==> config.mk <==
export PLATFORM = sky130hd
export DESIGN_NAME = nap_alarm_controller
export DESIGN_NICKNAME = d
export VERILOG_FILES = /design/src/rtl/nap_pkg.sv /design/src/rtl/tick_downcounter.sv /design/src/rtl/nap_alarm_controller.sv
export SDC_FILE = /design/constraint.sdc
export NUM_CORES = 1
export LEC_CHECK = 0
export BUFFER_PORTS_ARGS = -buffer_cell sky130_fd_sc_hd__buf_4
export CAP_MARGIN = 0
export CELL_PAD_IN_SITES_DETAIL_PLACEMENT = 1
export CELL_PAD_IN_SITES_GLOBAL_PLACEMENT = 2
export CORE_MARGIN = 2
export CORE_UTILIZATION = 30
export CTS_CLUSTER_DIAMETER = 30
export DETAILED_ROUTE_END_ITERATION = 7
export PLACE_DENSITY_LB_ADDON = 0.1
export SLEW_MARGIN = 20
export SYNTH_ARGS = -nofsm -noshare
export SYNTH_HDL_FRONTEND = slang
export SYNTH_SLANG_ARGS = --single-unit
export TNS_END_PERCENT = 100
==> constraint.sdc <==
create_clock -name clock -period 2.1 [get_ports clock]
set_clock_uncertainty 0.15 [all_clocks]
set_input_delay 0.42 -clock clock [delete_from_list [all_inputs] [get_ports clock]]
set_output_delay 0.42 -clock clock [all_outputs]
set_load 0.01 [all_outputs]
==> src/rtl/nap_pkg.sv <==
// Shared types and constants for the nap-alarm datapath: controller state,
// BCD time layout and the time-compare helper.
package nap_pkg;

   typedef enum logic [1:0] {
      ST_IDLE    = 2'd0,
      ST_ARMED   = 2'd1,
      ST_RINGING = 2'd2,
      ST_SNOOZE  = 2'd3
   } nap_state_t;

   localparam int unsigned TIME_W = 24;
   localparam logic [TIME_W-1:0] TIME_ZERO = 24'h000000;

   localparam int unsigned DIGIT_W      = 4;
   localparam int unsigned HOUR_TEN_LSB = 20;
   localparam int unsigned HOUR_ONE_LSB = 16;
   localparam int unsigned MIN_TEN_LSB  = 12;
   localparam int unsigned MIN_ONE_LSB  = 8;
   localparam int unsigned SEC_TEN_LSB  = 4;
   localparam int unsigned SEC_ONE_LSB  = 0;

   // Full-width equality: every digit, seconds included, must agree.
   function automatic logic time_match(input logic [TIME_W-1:0] a,
                                       input logic [TIME_W-1:0] b);
      return (a == b);
   endfunction

endpackage

==> src/rtl/tick_downcounter.sv <==
// Loadable down-counter stepped by a tick; holds at zero and flags the
// cycle it sits at one so the owner can act on the final tick.
module tick_downcounter
   import nap_pkg::*;
#(
   parameter int unsigned WIDTH = 2
) (
   input  logic             clock,
   input  logic             reset,
   input  logic             load_i,
   input  logic [WIDTH-1:0] value_i,
   input  logic             tick_i,
   output logic             at_one_o
);

   logic [WIDTH-1:0] count_q;
   logic [WIDTH-1:0] count_d;

   // Next count: load has priority over a tick; zero is a floor.
   always_comb begin
      count_d = count_q;
      if (load_i) begin
         count_d = value_i;
      end else if (tick_i && (count_q != {WIDTH{1'b0}})) begin
         count_d = count_q - WIDTH'(1);
      end else begin
         count_d = count_q;
      end
   end

   // Count register.
   always_ff @(posedge clock or negedge reset) begin
      if (!reset) begin
         count_q <= {WIDTH{1'b0}};
      end else begin
         count_q <= count_d;
      end
   end

   assign at_one_o = (count_q == WIDTH'(1));

endmodule

==> src/rtl/nap_alarm_controller.sv <==
// Nap-alarm sequencer: latches the set alarm, compares it with the running
// clock and owns the ring / snooze / stop lifecycle and buzzer drive.
module nap_alarm_controller
   import nap_pkg::*;
#(
   parameter int unsigned RING_SECONDS   = 60,
   parameter int unsigned SNOOZE_SECONDS = 300,
   parameter int unsigned MAX_SNOOZE     = 3
) (
   input  logic              clock,
   input  logic              reset,
   input  logic              tick_1hz,
   input  logic              completeSetting,
   input  logic [TIME_W-1:0] alarm_in,
   input  logic [TIME_W-1:0] now_in,
   input  logic              stop,
   input  logic              snooze,
   output logic [TIME_W-1:0] alarm_time,
   output logic              armed,
   output logic              ringing,
   output logic              snoozing,
   output logic              buzzer,
   output logic              missed,
   output logic [1:0]        snooze_left
);

   localparam int unsigned RING_W   = $clog2(RING_SECONDS + 1);
   localparam int unsigned SNOOZE_W = $clog2(SNOOZE_SECONDS + 1);

   nap_state_t        state_q, state_d;
   logic [TIME_W-1:0] alarm_q, alarm_d;
   logic              buzzer_q, buzzer_d;
   logic              missed_q, missed_d;
   logic [1:0]        snooze_left_q, snooze_left_d;

   logic match_s;
   logic ring_load_s, ring_tick_s, ring_at_one_s;
   logic snz_load_s, snz_tick_s, snz_at_one_s;
   logic snooze_ok_s;

   assign match_s     = time_match(now_in, alarm_q);
   assign snooze_ok_s = snooze && (snooze_left_q != 2'd0);
   assign ring_tick_s = tick_1hz && (state_q == ST_RINGING);
   assign snz_tick_s  = tick_1hz && (state_q == ST_SNOOZE);

   // State register.
   always_ff @(posedge clock or negedge reset) begin
      if (!reset) begin
         state_q <= ST_IDLE;
      end else begin
         state_q <= state_d;
      end
   end

   // Next state: stop beats a new setting, which beats snooze and tick/match.
   always_comb begin
      state_d = state_q;
      if (stop) begin
         state_d = ST_IDLE;
      end else if (completeSetting) begin
         state_d = ST_ARMED;
      end else begin
         case (state_q)
            ST_IDLE: state_d = ST_IDLE;
            ST_ARMED: begin
               if (match_s) state_d = ST_RINGING;
               else         state_d = ST_ARMED;
            end
            ST_RINGING: begin
               if (snooze_ok_s)                      state_d = ST_SNOOZE;
               else if (ring_tick_s && ring_at_one_s) state_d = ST_IDLE;
               else                                   state_d = ST_RINGING;
            end
            ST_SNOOZE: begin
               if (snz_tick_s && snz_at_one_s) state_d = ST_RINGING;
               else                            state_d = ST_SNOOZE;
            end
            default: state_d = ST_IDLE;
         endcase
      end
   end

   // Datapath next values, keyed off the transition chosen above.
   always_comb begin
      alarm_d       = alarm_q;
      buzzer_d      = buzzer_q;
      missed_d      = missed_q;
      snooze_left_d = snooze_left_q;
      if (stop) begin
         buzzer_d = 1'b0;
         missed_d = 1'b0;
      end else if (completeSetting) begin
         alarm_d       = alarm_in;
         buzzer_d      = 1'b0;
         missed_d      = 1'b0;
         snooze_left_d = 2'(MAX_SNOOZE);
      end else begin
         case (state_q)
            ST_IDLE: buzzer_d = 1'b0;
            ST_ARMED: begin
               if (match_s) buzzer_d = 1'b1;
               else         buzzer_d = 1'b0;
            end
            ST_RINGING: begin
               if (snooze_ok_s) begin
                  buzzer_d      = 1'b0;
                  snooze_left_d = snooze_left_q - 2'd1;
               end else if (ring_tick_s && ring_at_one_s) begin
                  buzzer_d = 1'b0;
                  missed_d = 1'b1;
               end else if (ring_tick_s) begin
                  buzzer_d = ~buzzer_q;
               end else begin
                  buzzer_d = buzzer_q;
               end
            end
            ST_SNOOZE: begin
               if (snz_tick_s && snz_at_one_s) buzzer_d = 1'b1;
               else                            buzzer_d = 1'b0;
            end
            default: buzzer_d = 1'b0;
         endcase
      end
   end

   // Counters reload on every entry into their owning state.
   assign ring_load_s = (state_d == ST_RINGING) && (state_q != ST_RINGING);
   assign snz_load_s  = (state_d == ST_SNOOZE) && (state_q != ST_SNOOZE);

   // Datapath registers.
   always_ff @(posedge clock or negedge reset) begin
      if (!reset) begin
         alarm_q       <= TIME_ZERO;
         buzzer_q      <= 1'b0;
         missed_q      <= 1'b0;
         snooze_left_q <= 2'd0;
      end else begin
         alarm_q       <= alarm_d;
         buzzer_q      <= buzzer_d;
         missed_q      <= missed_d;
         snooze_left_q <= snooze_left_d;
      end
   end

   tick_downcounter #(.WIDTH(RING_W)) u_ring_cnt (
      .clock    (clock),
      .reset    (reset),
      .load_i   (ring_load_s),
      .value_i  (RING_W'(RING_SECONDS)),
      .tick_i   (ring_tick_s),
      .at_one_o (ring_at_one_s)
   );

   tick_downcounter #(.WIDTH(SNOOZE_W)) u_snooze_cnt (
      .clock    (clock),
      .reset    (reset),
      .load_i   (snz_load_s),
      .value_i  (SNOOZE_W'(SNOOZE_SECONDS)),
      .tick_i   (snz_tick_s),
      .at_one_o (snz_at_one_s)
   );

   assign alarm_time  = alarm_q;
   assign buzzer      = buzzer_q;
   assign missed      = missed_q;
   assign snooze_left = snooze_left_q;
   assign armed       = (state_q == ST_ARMED);
   assign ringing     = (state_q == ST_RINGING);
   assign snoozing    = (state_q == ST_SNOOZE);

endmodule

==> Word level (Yosys, flattened, before mapping) <==
Cells that the tools add are included.
{ "totals": {"output_inout_bits": 31, "regBits": 45, "word_cells": 73} }
{ "classes": {"n_reduce_logical": 22, "n_bitwise": 2, "n_addsub": 3, "muxes": 27, "eq_ne": 12} }
{ "op_table": {"columns": ["cell", "n"], "rows": [
  ["24-bit == test", 1],
  ["9-bit 2-to-1 mux", 2],
  ["2-bit 2-to-1 mux", 8],
  ["1-bit 2-to-1 mux", 13],
  ["6-bit 2-to-1 mux", 2],
  ["2-bit nonzero test", 5],
  ["9-bit by 1-bit == test with 1-bit output (second input constant)", 1],
  ["1-bit logical AND", 9],
  ["9-bit nonzero test", 1],
  ["9-bit by 1-bit subtractor with 9-bit output (second input constant)", 1],
  ["2-bit == test (second input constant)", 4],
  ["2-bit one-hot mux with 4 select lines", 1],
  ["6-bit by 1-bit == test with 1-bit output (second input constant)", 1],
  ["6-bit by 3-bit != test with 1-bit output (second input constant)", 1],
  ["3-bit AND reduction", 2],
  ["3-bit nonzero test", 2],
  ["6-bit nonzero test", 1],
  ["6-bit by 1-bit subtractor with 6-bit output (second input constant)", 1],
  ["2-bit != test (second input constant)", 2],
  ["1-bit one-hot mux with 4 select lines", 1],
  ["3-bit != test (second input constant)", 1],
  ["2-bit by 1-bit == test with 1-bit output (second input constant)", 1],
  ["2-bit zero test", 1],
  ["1-bit inverter", 2],
  ["2 further kinds", 2]
]} }

==> Depth between registers and ports, before layout <==
Gate-level depths: netlist of the first run.
{ "logic_depth": {"ltp_word": 11, "mapped_depth": 8} }

==> Hierarchy <==
A second synthesis of the first run with hierarchy kept.
{ "unflattened": {"cells_unflattened": 246, "hier_area_um2": 2593.7} }
{ "modules_own_cells": {"columns": ["mod", "instances", "cells_per_inst", "area_per_inst_um2", "seq_area_each_um2"], "rows": [
  ["nap_alarm_controller", 1, 129, 1544.0, 750.7],
  ["tick_downcounter (u_snooze_cnt)", 1, 71, 634.4, 225.2],
  ["tick_downcounter (u_ring_cnt)", 1, 46, 415.4, 150.1]
]} }

==> Worst setup path after synthesis of the first run <==
Ideal clock, no wire load.
{ "synth_timing": {"kind": "reg-to-reg", "from": "register u_snooze_cnt.count_q[0]", "to": "register u_snooze_cnt.count_q[8]", "slack_ns": 0.149, "t_required_ns": 1.822, "arrival_ns": 1.672, "path_buffers": 0, "period_less_slack_ns": 1.951, "path_stages_with_launch": 8, "cell_sequence": "dfrtp_1 > inv_1 > ha_1 > or3b_2 > a311oi_2 > nand3b_1 > xor2_1 > o21ai_0"} }
{ "synth_between": {"elab_chain_len": 9, "elab_cells_between_ends": 14, "classes_between": "1 x add/sub; 2 x eq/ne; 6 x mux; 5 x reduce/logical"} }
{ "synth_lines": {"columns": ["element", "line_no", "rtl"], "rows": [
  ["start: declaration", "tick_downcounter.sv:16", "logic [WIDTH-1:0] count_q;"],
  ["start signal: assignment", "tick_downcounter.sv:34", "count_q <= {WIDTH{1'b0}};"],
  ["start signal: assignment", "tick_downcounter.sv:36", "count_q <= count_d;"],
  ["9-bit by 1-bit == test with 1-bit output", "tick_downcounter.sv:40", "assign at_one_o = (count_q == WIDTH'(1));"],
  ["1-bit logical AND", "nap_alarm_controller.sv:75", "if (snz_tick_s && snz_at_one_s) state_d = ST_RINGING;"],
  ["1-bit 2-to-1 mux", "nap_alarm_controller.sv:75", null],
  ["2-bit one-hot mux with 4 select lines", "nap_alarm_controller.sv:63", "case (state_q)"],
  ["2-bit 2-to-1 mux", "nap_alarm_controller.sv:60", "end else if (completeSetting) begin"],
  ["2-bit 2-to-1 mux", "nap_alarm_controller.sv:58", "if (stop) begin"],
  ["2-bit == test", "nap_alarm_controller.sv:128", "assign snz_load_s = (state_d == ST_SNOOZE) && (state_q != ST_SNOOZE);"],
  ["1-bit logical AND", "nap_alarm_controller.sv:128", null],
  ["9-bit 2-to-1 mux or 2-bit nonzero test (tied branches)", null, null]
]} }
Parallel ways exist; a longest one is shown, timed or not. The select of a mux whose other input is x is not followed.
A chain may end at the register's enable or synchronous reset.

==> Worst setup path after layout of the first run <==
Ends and elaborated chain as after synthesis.

==> results of run 1 <==
registers in the layout, indices dropped and copies added, names as in the netlist:
signal and flops:
u_ring_cnt.count_q 6, state_q 2, alarm_time 24, snooze_left 2, missed 1, u_snooze_cnt.count_q 9
buzzer 1
worst max-delay path, cell delays in order, from the launching register on:
cell	delay [ps]
dfrtp_1	410
inv_1	90
ha_2	180
or3b_4	390
a311oi_4	340
nand3b_1	150
xor2_1	180
o21ai_1	80
kinds of logic after synthesis:
family / count (synthesis) / share of synthesized area
compound gates: 35 / 0.0941
xor+xnor: 37 / 0.132
fa+ha+maj: 7 / 0.0358
buf+inv: 12 / 0.0204
flops: 45 / 0.460
mux: 24 / 0.110
simple gates: 64 / 0.147
synth_stat cells, drive strengths merged:
cell type,n,area share
a21boi,1,0.0031
a21oi,11,0.022
a221oi,1,0.0061
a2bb2oi,2,0.0072
a311o,1,0.0046
a311oi,1,0.0061
a31oi,1,0.0026
a41oi,1,0.0036
and2,1,0.0026
and4,1,0.0036
and4bb,1,0.0051
buf,4,0.0082
clkbuf,1,0.0015
dfrtp,45,0.46
ha,7,0.036
inv,7,0.011
mux2,24,0.11
nand2,10,0.015
nand2b,1,0.0026
nand3,7,0.014
nand3b,2,0.0061
nand4,8,0.020
nand4b,1,0.0036
nor2,15,0.023
nor2b,5,0.013
nor3,4,0.010
nor3b,1,0.0031
nor4,5,0.018
o2111ai,1,0.0036
o21a,4,0.012
o21ai,11,0.022
or3,1,0.0026
or3b,1,0.0036
xnor2,11,0.039
xor2,26,0.093
layout make-up:
| type | instances | area [um2] |
|---|---|---|
| tap | 102 | 128 |
| multi-input combinational | 167 | 1330 |
| sequential | 45 | 1130 |
| fill | 895 | 4250 |
| clock buffer | 6 | 82.6 |
| clock inverter | 2 | 37.5 |
| timing repair buffer | 108 | 830 |
| inverter | 7 | 26.3 |
layer usage:
metal,routed length [um],global-route usage,up-vias
li1,-,-,1014
met1,2890,0.196,1022
met2,3390,0.268,52
met3,394,0.0482,11
met4,131,0.0568,0
met5,0,0,-
report_power, final:
| group | switching, W | internal (W) | leakage (nW) |
|---|---|---|---|
| Clock | 0.000319 | 0.000387 | 0.0574 |
| Combinational | 0.000221 | 0.000312 | 0.975 |
| Sequential | 0.0000742 | 0.000942 | 0.560 |
worst min-delay path by stage:
| stage | startpoint | end | slack [ps] |
|---|---|---|---|
| 2_1_floorplan | reset | alarm_time[0] | -30 |
| 3_3_place_gp | reset | alarm_time[11] | 330 |
| 3_5_place_dp | reset | alarm_time[11] | 330 |
| 4_1_cts | alarm_in[9] | alarm_time[9] | 180 |
| 5_1_grt | alarm_in[11] | alarm_time[11] | 180 |
| 6_report | alarm_in[8] | alarm_time[8] | 190 |
timing repair:
item / in CTS / in global routing
hold buffers: 1 / 0
setup endpoints to repair: 3 / 16
setup buffers: 0 / 2
gates resized for setup: 3 / 14
endpoints found under the hold margin: 24 / 0
pin swaps: 0 / 5
gates cloned: 0 / 0
stage by stage:
step / setup TNS, ps / hold slack, ps
2_1_floorplan: 0 / -25.6
3_3_place_gp: -329 / 326
3_5_place_dp: -288 / 333
4_1_cts: 0 / 177
5_1_grt: -50.5 / 179
6_report: 0 / 190
==> out/results.txt, run 1 <==
Worst setup path start - u_snooze_cnt.count_q[0]
Layout Area Growth over Synthesis - 45.2%
Synth Net Count - 285
Crit share post-route - 0.992
Design area - 3550 um2
Detailed Place HPWL - 5140 um
Reg-to-reg critical path endpoint - u_snooze_cnt.count_q[8]
Fin nets - 395
Die ar. - 8900 um2
RSZ-0062 raised after global routing - true
Setup-failing EPs final - 0
WP data arrival - 2130 ps
Syn Area/Cell - 10.9 um2
Synth warn - 0
Critical Path RT - 2150 ps
Final worst slack - 15.9 ps
P per Cell Area - 635 nW/um2
Dpl cells - 426
Die height - 94.3 um
Final cell count without fillers - 437
Port Buffers - 84
Gr usage total - 0.160
Finished Core Util - 0.455
Placed cell area - 3350 um2
CTS sink cnt - 45
Hold/Removal Path Class - primary input to flop
Vias in the first global route - 2,202
Setup crit start kind - flop
Initial DRC Count - 55
GR Overflow Total - 0
Max H-tree Level - 2
Tot Pwr - 0.00226 W
Worst skew pair latency - 300 ps
Ports - 85
Routed wire length - 6810 um
DR WL/cell - 15.6 um
Tmin final - 2080 ps
First-pass detailed-route iteration total - 4
Detail Route Antenna Nets - 0
Library cells used by synthesis - 39
Crit. End Element - flop
CTS clock-pin slew for the worst setup and hold paths - 100 ps
Peak Freq - 480 MHz
Via Count - 2,099
Crit path max fanout - 3
Synthesized cell area - 2450 um2
RR Startpoint - u_snooze_cnt.count_q[0]
Share of layout cells above drive strength 1 - 0.475
Cells after Synth - 224
Commonest non-fill, non-tap cell in the layout - buf_4
Final Hold Violating Endpoints - 0
Largest net degree at the start of global routing - 46
Vias per inst - 4.80
Seq/Total Area, Yosys - 0.460
Worst slew pin tran - 610 ps
R2r worst-path depth - 7
Pre-CTS WS - -89.5 ps
Capture point of the critical path - u_snooze_cnt.count_q[8]
Flop-to-flop setup slack - 20 ps
Crit path kind - flop to flop
DRC - 0
Worst slew margin - 0.593
Commonest cells after routing, fill and taps aside - 105 x buf_4, 45 x dfrtp_1, 26 x xor2_1, 24 x mux2_2, 15 x nor2_1
CTS Root Cell - clkbuf_8
First-pass GRT wire length - 10,900 um
Max VDD drop - 388 uV
WHS Path Cells - 2
Initial antenna violation count - 0
Max Cap Viol - 0
GPL Wtd Cong - 0.776
Total CTS buffers - 5
Status - completed
CTS tree - built
Final Max Tran Viols - 0
Diodes inserted - 0
Synth Register Bits - 45
Starting density of the core - 0.313
Die X - 94.3 um
Clock Path Buffers - 2
# rows - 32
Leakage - 1.59 nW
Core area - 7810 um2
(Power assumes the default switching activity.)
==> run 2: changes to the inputs <==
Settings changed: CELL_PAD_IN_SITES_DETAIL_PLACEMENT 1 to 0, CELL_PAD_IN_SITES_GLOBAL_PLACEMENT 2 to 1, CORE_UTILIZATION 30 to 38.
==> out/results.txt, run 2 (synthesis gave the netlist of run 1 again) <==
Status - completed
Crit path max fanout - 6 (+3)
Max H-tree Level - 2 (unchanged)
Max VDD drop - 343 uV (-11%)
Max FFs per register - 24 (unchanged)
Worst skew pair latency - 310 ps (about the same)
First-pass detailed-route iteration total - 4 (unchanged)
GPL Wtd Cong - 0.764 (-1.5%)
CTS tree - built
WP data arrival - 2110 ps (-20 ps)
Die X - 84.3 um (-11%)
Leakage - 1.57 nW (-1.1%)
Max Cap Viol - 0 (unchanged)
First-pass GRT wire length - 9910 um (-8.8%)
Fin nets - 391 (-1.0%)
Final Hold Violating Endpoints - 0 (unchanged)
Routed wire length - 6000 um (-12%)
Ports - 85 (unchanged)
Worst slew pin tran - 592 ps (-17.4 ps)
Share of layout cells above drive strength 1 - 0.462 (-0.0124)
Clock Path Buffers - 2 (unchanged)
Peak Freq - 490 MHz (+2.1%)
Detail Route Antenna Nets - 0 (unchanged)
Die ar. - 7100 um2 (-20%)
Port Buffers - 84 (unchanged)
Critical Path RT - 2170 ps (+20 ps)
Fin Setup TNS - 0 ps (unchanged)
DR WL/cell - 14.7 um (-5.7%)
DRC - 0 (unchanged)
CTS clock-pin slew for the worst setup and hold paths - 90 ps (about the same)
Tmin final - 2040 ps (-41.9 ps)
Worst slew margin - 0.605 (+0.0116)
Commonest cells after routing, fill and taps aside - 102 x buf_4, 45 x dfrtp_1, 25 x xor2_1, 24 x mux2_2, 15 x nor2_1
Vias in the first global route - 2,086 (-5.3%)
Final Max Tran Viols - 0 (unchanged)
CTS Root Cell - clkbuf_8
P per Cell Area - 640 nW/um2 (+0.89%)
Die height - 84.3 um (-11%)
Initial antenna violation count - 0 (unchanged)
Crit. End Element - flop
Initial DRC Count - 68 (+24%)
Tot Pwr - 0.00224 W (-0.92%)
RR Startpoint - alarm_time[0]
Total CTS buffers - 5 (unchanged)
Via Count - 2,040 (-2.8%)
RSZ-0062 raised after global routing - true
Layout Area Growth over Synthesis - 42.6%
Crit share post-route - 0.972 (-0.0199)
Starting density of the core - 0.390 (+0.0764)
Diodes inserted - 0 (unchanged)
Hold Crit Start - stop
Setup-failing EPs final - 0 (unchanged)
Hold/Removal Path Class - primary input to flop
CTS sink cnt - 45 (unchanged)
Worst setup path start - alarm_time[0]
Detailed Place HPWL - 4480 um (-13%)
Vias per inst - 5.00 (+4.1%)
Crit path kind - flop to flop
Core area - 6280 um2 (-20%)
Gr usage total - 0.177 (+0.0165)
# rows - 29 (-9.4%)
GR Overflow Total - 0 (unchanged)
Setup crit start kind - flop
Largest net degree at the start of global routing - 46 (unchanged)
Commonest non-fill, non-tap cell in the layout - buf_4
run 2: repair_timing:
action / 4_1_cts / 5_1_grt
resized for setup: 2 / 12
hold endpoints to repair: 45 / 0
setup endpoints to repair: 1 / 15
hold buffers: 1 / 0
pin swaps: 0 / 3
buffers inserted: 0 / 1
run 2: through the flow:
| stage | utilization | instance area, um2 | worst slack (ps) | cells | hold WS [ps] |
|---|---|---|---|---|---|
| final | 0.556 | 3490 | 57.8 | 408 | 186 |
| after global placement | 0.526 | 3300 | -81.5 | 398 | 318 |
| after floorplan | - | 2450 | 149 | 224 | -25.6 |
| after detailed placement | 0.526 | 3300 | -126 | 398 | 319 |
| after CTS | 0.549 | 3440 | 22.5 | 407 | 177 |
| after global routing | 0.556 | 3490 | -23.4 | 408 | 165 |
run 2: area by class of cell:
class | instances | area (um2)
fillers | 561 | 2790
multi-input cells | 167 | 1330
flip-flops and latches | 45 | 1130
repair buffers | 104 | 796
well taps | 77 | 96.3
clock buffers | 6 | 82.6
clock inverters | 2 | 37.5
inverters | 7 | 26.3
run 2: report_power, final:
part	switching, W	total, W	internal, W	leakage [nW]
sequential	0.0000779	0.00102	0.000942	0.560
clock	0.000317	0.000705	0.000387	0.0574
combinational	0.000210	0.000511	0.000301	0.957
run 2: critical path, stage by stage, from the launching register on:
cell and delay (ps):
dfrtp_1 420, xor2_1 180, nor4_2 320, buf_4 170, and4_4 230, a311o_2 200, inv_2 70, a221oi_2 230
run 2: worst paths after layout:
kind	to	slack, ps	cells past startpoint
max reg2reg	u_snooze_cnt.count_q[1]	60	7
min	snooze_left[1]	190	2
min reg2reg	missed	350	1
max in group asynchronous	u_ring_cnt.count_q[5]	880	2
min in group asynchronous	alarm_time[11]	520	2
max	u_snooze_cnt.count_q[1]	60	7
run 2: per-layer routing:
layer  up-vias  track usage  share of wire  wire (um)
li1       1003            -              -          -
met1       980        0.223           0.44       2630
met2        47        0.289           0.49       2950
met3        10       0.0541          0.051        305
met4         0       0.0587          0.020        117
met5         -            0              0          0
==> run 3: changes to the inputs <==
Settings changed: ABC_AREA set to 1, CORE_UTILIZATION 38 to 35.
==> out/results.txt, run 3 <==
Status - completed
Worst slew pin tran - 582 ps (-10.8 ps)
WP data arrival - 1890 ps (-220 ps)
First-pass detailed-route iteration total - 4 (unchanged)
Synth Register Bits - 45 (unchanged)
RSZ-0062 raised after global routing - false
Vias per inst - 4.29 (-14%)
Clock Power Share - 0.272 (-0.043)
DRC - 0 (unchanged)
Post-synth EDFFs - 0 (unchanged)
Die height - 91.4 um (+8.5%)
Int Pwr - 0.00137 W (-16%)
Net Sw Power - 0.000553 W (-8.6%)
DR WL/cell - 10.9 um (-26%)
WL met1 - 2860 um (+8.8%)
Die ar. - 8350 um2 (+18%)
Detailed Place HPWL - 4880 um (+8.9%)
# fillers - 774 (+38%)
Library cells used by synthesis - 26 (-33%)
Crit path kind - flop to flop
Fin Setup TNS - 0 ps (unchanged)
GPL Wtd Cong - 0.756 (-1.0%)
Commonest cells after routing, fill and taps aside - 128 x nand2_1, 86 x buf_4, 75 x inv_1, 45 x dfrtp_1, 40 x nor2_1
Final Hold Violating Endpoints - 0 (unchanged)
Sw Ratio - 0.287 (+0.0165)
Peak Freq - 540 MHz (+10%)
Worst slew margin - 0.612 (+0.00719)
Fin Hold WS - 172 ps (-13.2 ps)
# hold bufs at CTS - 1 (unchanged)
Total CTS buffers - 5 (unchanged)
# rows - 31 (+6.9%)
Critical Path RT - 2140 ps (-30 ps)
Most common library cells after synthesis - 128 x nand2_1, 75 x inv_1, 45 x dfrtp_1, 41 x nor2_1, 23 x o21ai_0
Commonest non-fill, non-tap cell in the layout - nand2_1
Synth Net Count - 441 (+55%)
Port Buffers - 84 (unchanged)
Max FFs per register - 24 (unchanged)
CTS clock-pin slew for the worst setup and hold paths - 80 ps (about the same)
Logic gate share of total power - 0.219 (-0.009)
Fin nets - 531 (+36%)
Largest area contributor in the netlist - dfrtp_1
First-pass GRT wire length - 10,800 um (+8.6%)
Placed cell area - 3430 um2 (+3.9%)
Top area cells in the synthesized netlist - dfrtp_1 42%, nand2_1 18%, inv_1 11%
Tmin final - 1850 ps (-192 ps)
Leakage - 2.03 nW (+29%)
Most common cell in the netlist - nand2_1
Top cell type's share of synthesized area - 0.421 (-0.0388)
Crit. End Element - flop
Hold/Removal Path Class - primary input to flop
CP Buf/Inv Count - 0 (-2)
Die X - 91.4 um (+8.5%)
Max Cap Viol - 0 (unchanged)
Crit path max fanout - 4 (-2)
Initial DRC Count - 74 (+8.8%)
Max VDD drop - 213 uV (-38%)
CTS tree - built
Part of the power in registers - 0.509 (+0.053)
Seq/Total Area, Yosys - 0.421 (-0.0388)
Crit share post-route - 0.881 (-0.0913)
Clock Path Buffers - 2 (unchanged)
Met3 WL post-DR - 282 um (-7.5%)
Dominant synthesized flop cell - dfrtp_1
Via Count - 2,446 (+20%)
CTS Root Cell - clkbuf_8
Ports - 85 (unchanged)
Vias in the first global route - 2,322 (+11%)
Crit-path max cell delay - 430 ps (about the same)
Setup crit start kind - flop
Top Layer Used - met4
Layout Area Growth over Synthesis - 31.7%
Gr usage total - 0.159 (-0.0177)
Share of layout cells above drive strength 1 - 0.236 (-0.227)
Design area - 3520 um2 (+0.82%)
Final Max Tran Viols - 0 (unchanged)
Worst path cell trace - nor3_1 -> nand4_1 -> a22oi_1 -> nand2_1 -> nand2_1 -> nand2_2 -> nand2_2 -> nand2_1
Slowest stage cell, crit path - dfrtp_1
Setup-failing EPs final - 0 (unchanged)
Syn Area/Cell - 7.03 um2 (-36%)
Max H-tree Level - 2 (unchanged)
Routed wire length - 6230 um (+3.9%)
Most frequent CP cell - nand2_1
Synthesized cell area - 2670 um2 (+9.2%)
Largest net degree at the start of global routing - 46 (unchanged)
DR WL met2 - 3030 um (+2.5%)
Initial antenna violation count - 0 (unchanged)
CTS sink cnt - 45 (unchanged)
Worst skew pair latency - 290 ps (-20 ps)
Ys async rst share - 1.00 (unchanged)
Largest delay share family, worst path - simple AND/OR/NAND/NOR gates
P per Cell Area - 547 nW/um2 (-15%)
Synth warn - 0 (unchanged)
Starting density of the core - 0.365 (-0.0253)
PostCTS Resize Cnt - 0 (-2)
Detail Route Antenna Nets - 0 (unchanged)
Post-CTS setup buffer count - 0 (unchanged)
GR Overflow Total - 0 (unchanged)
Diodes inserted - 0 (unchanged)
Cells after Synth - 380 (+70%)
Core area - 7330 um2 (+17%)
## run 3: cell count changes in the layout (fill, tap and decap cells not counted), moves of 6 or more
| cell | delta |
|---|---|
| xnor2_1 | -8 |
| buf_4 | -16 |
| a21oi_1 | -7 |
| mux2_2 | -24 |
| nand2_1 | +118 |
| inv_1 | +69 |
| o21ai_0 | +17 |
| nor2_2 | +6 |
| xor2_1 | -14 |
| nor2_1 | +25 |
## run 3: cells by family after synthesis
family | count (synthesis) | synth area share
and+or+nand+nor | 203 | 0.328
AOI/OAI and AO/OA | 30 | 0.0585
xor gates and xnor gates | 14 | 0.0459
adders and majority gates | 7 | 0.0328
buffers and inverters | 81 | 0.114
DFF | 45 | 0.421
## run 3: final cells by class
class	instances	area (um2)	share of cell area
multi-input cells	254	1240	0.354
clock buffers	8	80.1	0.0228
inverters	77	289	0.0821
well taps	99	124	0.0352
repair buffers	87	656	0.186
flip-flops and latches	45	1130	0.320
## run 3: power groups by stage
| stage | sequential (W) | combinational [W] | clock (W) |
|---|---|---|---|
| after floorplan | 0.00102 | 0.000164 | 0 |
| after global placement | 0.000995 | 0.000427 | 0 |
| after detailed placement | 0.000998 | 0.000429 | 0 |
| after CTS | 0.000981 | 0.000432 | 0.000543 |
| after global routing | 0.000991 | 0.000482 | 0.000585 |
| final | 0.000981 | 0.000422 | 0.000524 |
## run 3: path summary, 6_finish.rpt
| kind | start | endpoint | slack [ps] | cells past startpoint |
|---|---|---|---|---|
| max in group asynchronous | reset | state_q[1] | 890 | 2 |
| min reg2reg | missed | missed | 350 | 1 |
| max reg2reg | u_snooze_cnt.count_q[3] | u_snooze_cnt.count_q[3] | 250 | 8 |
| max | u_snooze_cnt.count_q[3] | u_snooze_cnt.count_q[3] | 250 | 8 |
| min in group asynchronous | reset | alarm_time[10] | 510 | 2 |
| min | alarm_in[19] | alarm_time[19] | 170 | 3 |
## run 3: worst reg2reg max path: stages, from the launching register on
cell     delay (ps)
dfrtp_1         430
nor3_1          300
nand4_1         190
a22oi_1         250
nand2_1          80
nand2_1          70
nand2_2          80
nand2_2         120
nand2_1          60
## run 3: per-layer routing
metal | track usage | vias to the layer above
met1 | 0.206 | 1084
li1 | - | 1307
met4 | 0.0417 | 0
met5 | 0 | -
met3 | 0.0365 | 6
met2 | 0.266 | 49
## run 3: stage by stage
step | utilization | total power [W] | instances | setup slack (ps)
after floorplan | - | 0.00118 | 380 | 501
after global placement | 0.468 | 0.00142 | 561 | 203
after detailed placement | 0.468 | 0.00143 | 561 | 180
after CTS | 0.480 | 0.00196 | 570 | 225
after global routing | 0.480 | 0.00206 | 570 | 10.5
final | 0.480 | 0.00193 | 570 | 250
